## config.mk

```make
export PLATFORM = sky130hd
export DESIGN_NAME = ysyx_25070198_lsu
export DESIGN_NICKNAME = d
export VERILOG_FILES = /design/src/rtl/ysyx_25070198_lsu.sv
export SDC_FILE = /design/constraint.sdc
export NUM_CORES = 1
export LEC_CHECK = 0
export ABC_AREA = 1
export CAP_MARGIN = 20
export CELL_PAD_IN_SITES_DETAIL_PLACEMENT = 1
export CELL_PAD_IN_SITES_GLOBAL_PLACEMENT = 2
export CORE_ASPECT_RATIO = 0.5
export CORE_MARGIN = 5
export CORE_UTILIZATION = 27
export CTS_CLUSTER_DIAMETER = 150
export DETAILED_ROUTE_END_ITERATION = 10
export HOLD_SLACK_MARGIN = 0.12
export PLACE_DENSITY = 0.89
export SETUP_SLACK_MARGIN = 0.4
export SYNTH_ARGS = -nofsm -noshare
export SYNTH_HDL_FRONTEND = slang
export SYNTH_SLANG_ARGS = --single-unit
```

## constraint.sdc

```tcl
create_clock -name clk -period 4.7 [get_ports clk]
set_input_delay 0.94 -clock clk [delete_from_list [all_inputs] [get_ports clk]]
set_output_delay 0.94 -clock clk [all_outputs]
set_load 0.1 [all_outputs]
```

## src/rtl/ysyx_25070198_lsu.sv

```systemverilog
// Load-store unit: runs one execute-stage memory request at a time on the data-side SimpleBus.
// Optional build macro LSU_MISALIGN_CHECK_EN rejects misaligned half/word accesses without a bus cycle.
module ysyx_25070198_lsu #(
  parameter int unsigned MAX_WAIT = 255
) (
  input  logic        clk,
  input  logic        rst,
  input  logic        req_valid,
  output logic        req_ready,
  input  logic        req_wen,
  input  logic [31:0] req_addr,
  input  logic [31:0] req_wdata,
  input  logic [1:0]  req_size,
  input  logic        req_unsigned,
  input  logic [4:0]  req_rd,
  output logic        bus_req,
  output logic        bus_wen,
  output logic [31:0] bus_addr,
  output logic [31:0] bus_wdata,
  output logic [3:0]  bus_wmask,
  input  logic        bus_ack,
  input  logic [31:0] bus_rdata,
  output logic        done,
  output logic        err,
  output logic        wb_valid,
  output logic [4:0]  wb_rd,
  output logic [31:0] wb_data
);

  typedef enum logic [1:0] {S_IDLE, S_BUS, S_DONE} state_t;

  localparam logic [15:0] LP_LAST_WAIT = 16'(MAX_WAIT - 1);

  state_t      r_state;
  state_t      w_state_nxt;
  logic        r_wen;
  logic [31:0] r_addr;
  logic [31:0] r_wdata;
  logic [1:0]  r_size;
  logic        r_unsigned;
  logic [4:0]  r_rd;
  logic [15:0] r_cnt;
  logic        r_done;
  logic        r_err;
  logic        r_wb_valid;
  logic [4:0]  r_wb_rd;
  logic [31:0] r_wb_data;
  logic        w_misalign;
  logic        w_timeout;

  function automatic logic [3:0] f_store_mask(input logic [1:0] size, input logic [1:0] a);
    case (size)
      2'd0:    f_store_mask = 4'b0001 << a;
      2'd1:    f_store_mask = 4'b0011 << {a[1], 1'b0};
      default: f_store_mask = 4'b1111;
    endcase
  endfunction

  function automatic logic [31:0] f_store_data(input logic [1:0] size, input logic [31:0] wdata);
    case (size)
      2'd0:    f_store_data = {4{wdata[7:0]}};
      2'd1:    f_store_data = {2{wdata[15:0]}};
      default: f_store_data = wdata;
    endcase
  endfunction

  function automatic logic [31:0] f_load_extract(input logic [31:0] rdata, input logic [1:0] a,
                                                 input logic [1:0] size, input logic uns);
    logic [7:0]         b;
    logic [15:0]        h;
    logic signed [31:0] sx;
    b  = rdata[{a, 3'b000} +: 8];
    h  = rdata[{a[1], 4'b0000} +: 16];
    sx = '0;
    case (size)
      2'd0: begin
        sx = $signed(b);
        f_load_extract = uns ? {24'h0, b} : sx;
      end
      2'd1: begin
        sx = $signed(h);
        f_load_extract = uns ? {16'h0, h} : sx;
      end
      default: f_load_extract = rdata;
    endcase
  endfunction

`ifdef LSU_MISALIGN_CHECK_EN
  assign w_misalign = ((req_size == 2'd1) && req_addr[0]) ||
                      (req_size[1] && (req_addr[1:0] != 2'b00));
`else
  assign w_misalign = 1'b0;
`endif

  // ack takes priority over timeout wherever both apply
  assign w_timeout = (r_cnt == LP_LAST_WAIT);

  always_ff @(posedge clk or negedge rst) begin
    if (!rst) r_state <= S_IDLE;
    else      r_state <= w_state_nxt;
  end

  always_comb begin
    w_state_nxt = r_state;
    case (r_state)
      S_IDLE: if (req_valid) w_state_nxt = w_misalign ? S_DONE : S_BUS;
      S_BUS:  if (bus_ack || w_timeout) w_state_nxt = S_DONE;
      S_DONE: w_state_nxt = S_IDLE;
      default: w_state_nxt = S_IDLE;
    endcase
  end

  always_ff @(posedge clk or negedge rst) begin
    if (!rst) begin
      r_wen      <= 1'b0;
      r_addr     <= '0;
      r_wdata    <= '0;
      r_size     <= '0;
      r_unsigned <= 1'b0;
      r_rd       <= '0;
      r_cnt      <= '0;
      r_done     <= 1'b0;
      r_err      <= 1'b0;
      r_wb_valid <= 1'b0;
      r_wb_rd    <= '0;
      r_wb_data  <= '0;
    end else begin
      r_done     <= 1'b0;
      r_err      <= 1'b0;
      r_wb_valid <= 1'b0;
      case (r_state)
        S_IDLE: begin
          if (req_valid) begin
            r_wen      <= req_wen;
            r_addr     <= req_addr;
            r_wdata    <= req_wdata;
            r_size     <= req_size;
            r_unsigned <= req_unsigned;
            r_rd       <= req_rd;
            r_cnt      <= '0;
            if (w_misalign) begin
              r_done  <= 1'b1;
              r_err   <= 1'b1;
              r_wb_rd <= req_rd;
            end
          end
        end
        S_BUS: begin
          if (bus_ack) begin
            r_done  <= 1'b1;
            r_wb_rd <= r_rd;
            if (!r_wen) begin
              r_wb_valid <= 1'b1;
              r_wb_data  <= f_load_extract(bus_rdata, r_addr[1:0], r_size, r_unsigned);
            end
          end else if (w_timeout) begin
            r_done  <= 1'b1;
            r_err   <= 1'b1;
            r_wb_rd <= r_rd;
            if (!r_wen) r_wb_data <= '0;
          end else begin
            r_cnt <= r_cnt + 16'd1;
          end
        end
        default: ;
      endcase
    end
  end

  assign req_ready = (r_state == S_IDLE);
  assign bus_req   = (r_state == S_BUS);
  assign bus_wen   = bus_req & r_wen;
  assign bus_addr  = {r_addr[31:2], 2'b00};
  assign bus_wdata = f_store_data(r_size, r_wdata);
  assign bus_wmask = bus_wen ? f_store_mask(r_size, r_addr[1:0]) : 4'b0000;
  assign done      = r_done;
  assign err       = r_err;
  assign wb_valid  = r_wb_valid;
  assign wb_rd     = r_wb_rd;
  assign wb_data   = r_wb_data;

endmodule

```

### Word level (Yosys, flattened, before mapping)

Index checks and enable logic that the tools add are counted.

* output and inout port bits: 111
* logic and storage cells: 64
* input bits: 109
* register bits: 131

* reduce and logical (&&, ||, !) cells: 10
* mux-type cells: 27
* equality and inequality tests: 7
* bitwise logic cells: 2
* shifts and indexed selects: 4
* $add $sub $neg: 1

Operator list (count)
* 32-bit 2-to-1 mux: 6
* 32-bit one-hot mux with 2 select lines: 2
* 16-bit 2-to-1 mux: 3
* 16-bit one-hot mux with 2 select lines: 1
* 32-bit by 6-bit indexed part select with 16-bit output: 1
* 32-bit by 6-bit indexed part select with 8-bit output: 1
* 16-bit by 1-bit adder with 16-bit output, second input constant: 1
* 16-bit by 8-bit equality test with 1-bit output, second input constant: 1
* 5-bit 2-to-1 mux: 2
* 1-bit 2-to-1 mux: 8
* 4-bit one-hot mux with 2 select lines: 1
* 2-bit != test, second input constant: 3
* 2-bit AND reduction: 3
* 2-bit by 1-bit equality test with 1-bit output, second input constant: 2
* 2-bit logical NOT: 2
* 2-bit 2-to-1 mux: 2
* 4-bit 2-to-1 mux: 1
* 2-bit one-hot mux with 2 select lines: 1
* 4-bit AND reduction: 1
* 2-bit nonzero test: 2
* 1-bit by 2-bit left shift with 4-bit output, first input constant: 1
* 2-bit by 2-bit left shift with 4-bit output, first input constant: 1
* 3-bit AND reduction: 1
* 2-bit by 1-bit != test with 1-bit output, second input constant: 1
* other kinds (3): 3

### Longest topological paths before layout

* depth after elaboration: 5
* gate-level depth with buffers: 10
* gate-level depth less buffers: 9

### Least setup slack after synthesis

OpenSTA, ideal clock, no wires.

* path type: reg2out
* from: reg r_state[1]
* to: out bus_wmask[3]
* data required time: 3.760 ns
* slack: -0.145 ns
* data arrival time: 3.905 ns
* cell stages (with the launch flop): 7
* path through: dfrtp_1 inv_1 nand2_1 clkbuf_1 nor2_1 o21ai_0 a21oi_1

* longest elaborated chain between the ends: 3

Ends and longest elaborated chain
* from (decl): line 34 `state_t r_state;`
* from (signal assigned): line 100 `else r_state <= w_state_nxt;`
* 2-bit by 1-bit equality test with 1-bit output: line 171 `assign bus_req = (r_state == S_BUS);`
* 1-bit bitwise AND: line 172 `assign bus_wen = bus_req & r_wen;`
* via bus_wen: line 17 `output logic bus_wen,`
* 4-bit 2-to-1 mux: line 175 `assign bus_wmask = bus_wen ? f_store_mask(r_size, r_addr[1:0]) : 4'b0000;`
* to (decl): line 20 `output logic [3:0] bus_wmask,`

The timed path passes the listed nets, and every way through them passes these cells.

### Final worst setup path

* from: reg r_state[1]
* to: out bus_wen

* longest elaborated chain between the ends: 2

Ends and longest elaborated chain (line)
* 2-bit by 1-bit equality test with 1-bit output: 171
* 1-bit bitwise AND: 172
* to (decl): 17

Every way passes these cells.

==> qor.csv <==
stage,metric,value,unit
routing,DRT antenna net count,0,
timing,final hold vios,0,
worst_setup_path,critical path class,reg -> out,
cts,CTS H-tree depth,4,
routing,via count,6433,
cts,root buf cell,clkbuf_16,
timing,setup ws final,1.17,ns
die,row count,41,
worst_setup_path,CP max-delay cell,clkdlybuf4s50_1,
worst_setup_path,Worst Path Arrival,2.59,ns
synth,Syn Inst Count,912,
placed_design,IO buf count,217,
placed_design,GPL Wtd Cong,0.871,
worst_setup_path,crit-path max FO,12,
worst_hold_path,Tightest Hold Check Type,reg -> reg,
global_route,total grt overflow,0,
timing,Final period util,75.2,%
worst_setup_path,"Critical Path, Cell by Cell","inv_1, nand2_1, nor2_2, clkdlybuf4s50_1",
global_route,largest net degree at the start of global routing,110,
timing,slew margin rel.,30.2,%
worst_setup_path,CP Data Required Time,3.76,ns
finish,P&R area growth vs syn,41.8,%
synth,Post-Synthesis Cell Area,6780,um^2
die,Initial Utilization,27.2,%
flow_run,Maximum Capacitance Violations,0,
placed_design,pre-CTS setup slack,1.56,ns
cts,CTS Hold Bufs,0,
worst_setup_path,Worst setup EP type,output port,
run_status,status,finished clean,
cts,Worst-path clk slew,0.05,ns
timing,RSZ-0062 raised after global routing,false,
synth,sequential share of the synthesized area,48.3,%
global_route,Total GRT Usage,17.0,%
finish,NumNets Final,1192,
die,Die ar.,28600,um^2
die,Die Y,122,um
routing,via/cell ratio,4.48,
routing,Iteration-0 DRC Markers,337,
cts,Max Root-Sink Buffers,2,
global_route,initial antenna violation count,0,
finish,layout cells sized above 1,9.06,%
placed_design,HPWL after DPL,18.1,mm
die,Die Span X,234,um
worst_setup_path,CP peak stage delay,1.18,ns
timing,Final Critical Period,3.53,ns
timing,endpoints failing setup,0,
timing,WHS,0.472,ns
synth,Seq cells post-synth,131,
worst_setup_path,"Buf+Inv Stages, Crit Path",2,
worst_setup_path,Crit path max-delay family,buffers and inverters,
finish,Filler cells,3020,
worst_setup_path,CP Launch Type,flip-flop,
synth,"Avg Cell Area, Syn",7.44,um^2
timing,fmax,283,MHz
routing,drt total wl,24.1,mm
synth,count of unique library cells instantiated by Yosys,29,
routing,DRC,0,
timing,Slew Limit Fails,0,
cts,post-cts resize count,0,
timing,Max Clock Skew,0.0123,ns
cts,Post-CTS Setup Bufs,0,
finish,ANT cells,0,
cts,CTS tree,yes,
die,I/O Pins,220,
timing,TNS Setup,0,ns
routing,wire per inst,16.8,um
global_route,vias in the first global route,6787,
synth,number of synthesis warnings,0,
cts,CTS sink cnt,131,
cts,Worst-Skew Late Latency,0.43,ns
die,Core ar.,25000,um^2
timing,Worst Tran Pin Value,1.04,ns
cts,Inserted Clock Buffers,17,
global_route,first-pass GRT wire length,37.7,mm
routing,First-pass DRT Iterations,4,
[layer usage]
layer	track usage, %	vias up	share of wire (%)
met5	0	-	0
met4	5.02	0	1.8
met3	3.17	25	3.2
met2	29.5	96	51
met1	21.7	3181	44
li1	-	3131	-
[cells in the mapped netlist]
cell type / n / area (um^2)
a21oi_1: 28 / 140
a21oi_4: 2 / 32.5
buf_1: 3 / 11.3
buf_2: 16 / 80.1
buf_4: 43 / 323
buf_6: 3 / 33.8
clkbuf_1: 10 / 37.5
clkinv_1: 4 / 15.0
conb_1: 1 / 3.75
dfrtp_1: 131 / 3280
ha_1: 2 / 25.0
inv_1: 51 / 191
inv_2: 6 / 22.5
nand2_1: 429 / 1610
nand2_2: 5 / 31.3
nand2_4: 2 / 22.5
nand3_1: 34 / 170
nand3_2: 3 / 30.0
nand3_4: 1 / 17.5
nand4_1: 5 / 31.3
nor2_1: 52 / 195
nor2_2: 5 / 31.3
nor2_4: 3 / 33.8
nor3_1: 1 / 5.00
o211ai_1: 8 / 60.1
o21ai_0: 37 / 185
o21ai_1: 18 / 90.1
o21bai_1: 2 / 15.0
xor2_1: 7 / 61.3
[worst min-delay path, delay by kind of cell, from the launching register on]
kind / cells / cell delay (ns)
simple gates: 2 / 0.11
flops: 1 / 0.34
[sequential cells by signal, summed over array words and instances, names as in the netlist, 2 cells and up]
| signal | cells |
|---|---|
| r_addr | 32 |
| r_rd | 5 |
| r_wdata | 32 |
| r_cnt | 16 |
| r_size | 2 |
| wb_rd | 5 |
| wb_data | 32 |
| r_state | 2 |
[stage by stage]
step,util [%],instances,instance area (um^2)
3_3_place_gp,35.7,1405,8920
5_1_grt,38.5,1437,9620
6_report,38.5,1437,9620
4_1_cts,38.4,1436,9590
2_1_floorplan,-,913,6800
3_5_place_dp,35.7,1405,8920
[path summary, 6_finish.rpt]
| path | startpoint | end | slack [ns] | depth (start not counted) |
|---|---|---|---|---|
| setup / recovery | r_state[1] | bus_wen | 1.17 | 4 |
| hold / removal | wb_data[31] | wb_data[31] | 0.47 | 2 |
| setup reg to reg | r_size[1] | wb_data[7] | 2.38 | 7 |
| hold reg to reg | wb_data[31] | wb_data[31] | 0.47 | 2 |
| max in group asynchronous | rst | wb_data[21] | 3.13 | 3 |
| min in group asynchronous | rst | r_addr[15] | 0.50 | 1 |
[final cells by class]
type / count / area, um^2 / area share, %
well taps: 344 / 430 / 4.47
flip-flops and latches: 131 / 3280 / 34.1
clock buffers: 21 / 470 / 4.89
inverters: 61 / 229 / 2.38
clock inverters: 10 / 203 / 2.11
repair buffers: 224 / 2200 / 22.9
multi-input cells: 646 / 2810 / 29.2
[placed cells by master, fill, tap and decap left out, drive strengths merged]
cell type and count:
a21oi 30, buf 36, bufinv 6, clkbuf 21, clkdlybuf4s50 188, clkinv 7
clkinvlp 1, conb 2, dfrtp 131, ha 2, inv 57, nand2 436
nand3 38, nand4 5, nor2 60, nor3 1, o211ai 8, o21ai 55
o21bai 2, xor2 7
[kinds of logic after synthesis]
family | after synthesis | synth area share (%)
and+or+nand+nor | 540 | 32.1
xor gates and xnor gates | 7 | 0.904
other | 1 | 0.0553
buffers and inverters | 136 | 10.5
adders and majority gates | 2 | 0.369
AOI/OAI and AO/OA | 95 | 7.71
DFF | 131 | 48.3
Power is left out: the tool's default activity adds up to more than one toggle a clock period on the data nets, which glitch-free logic cannot reach.
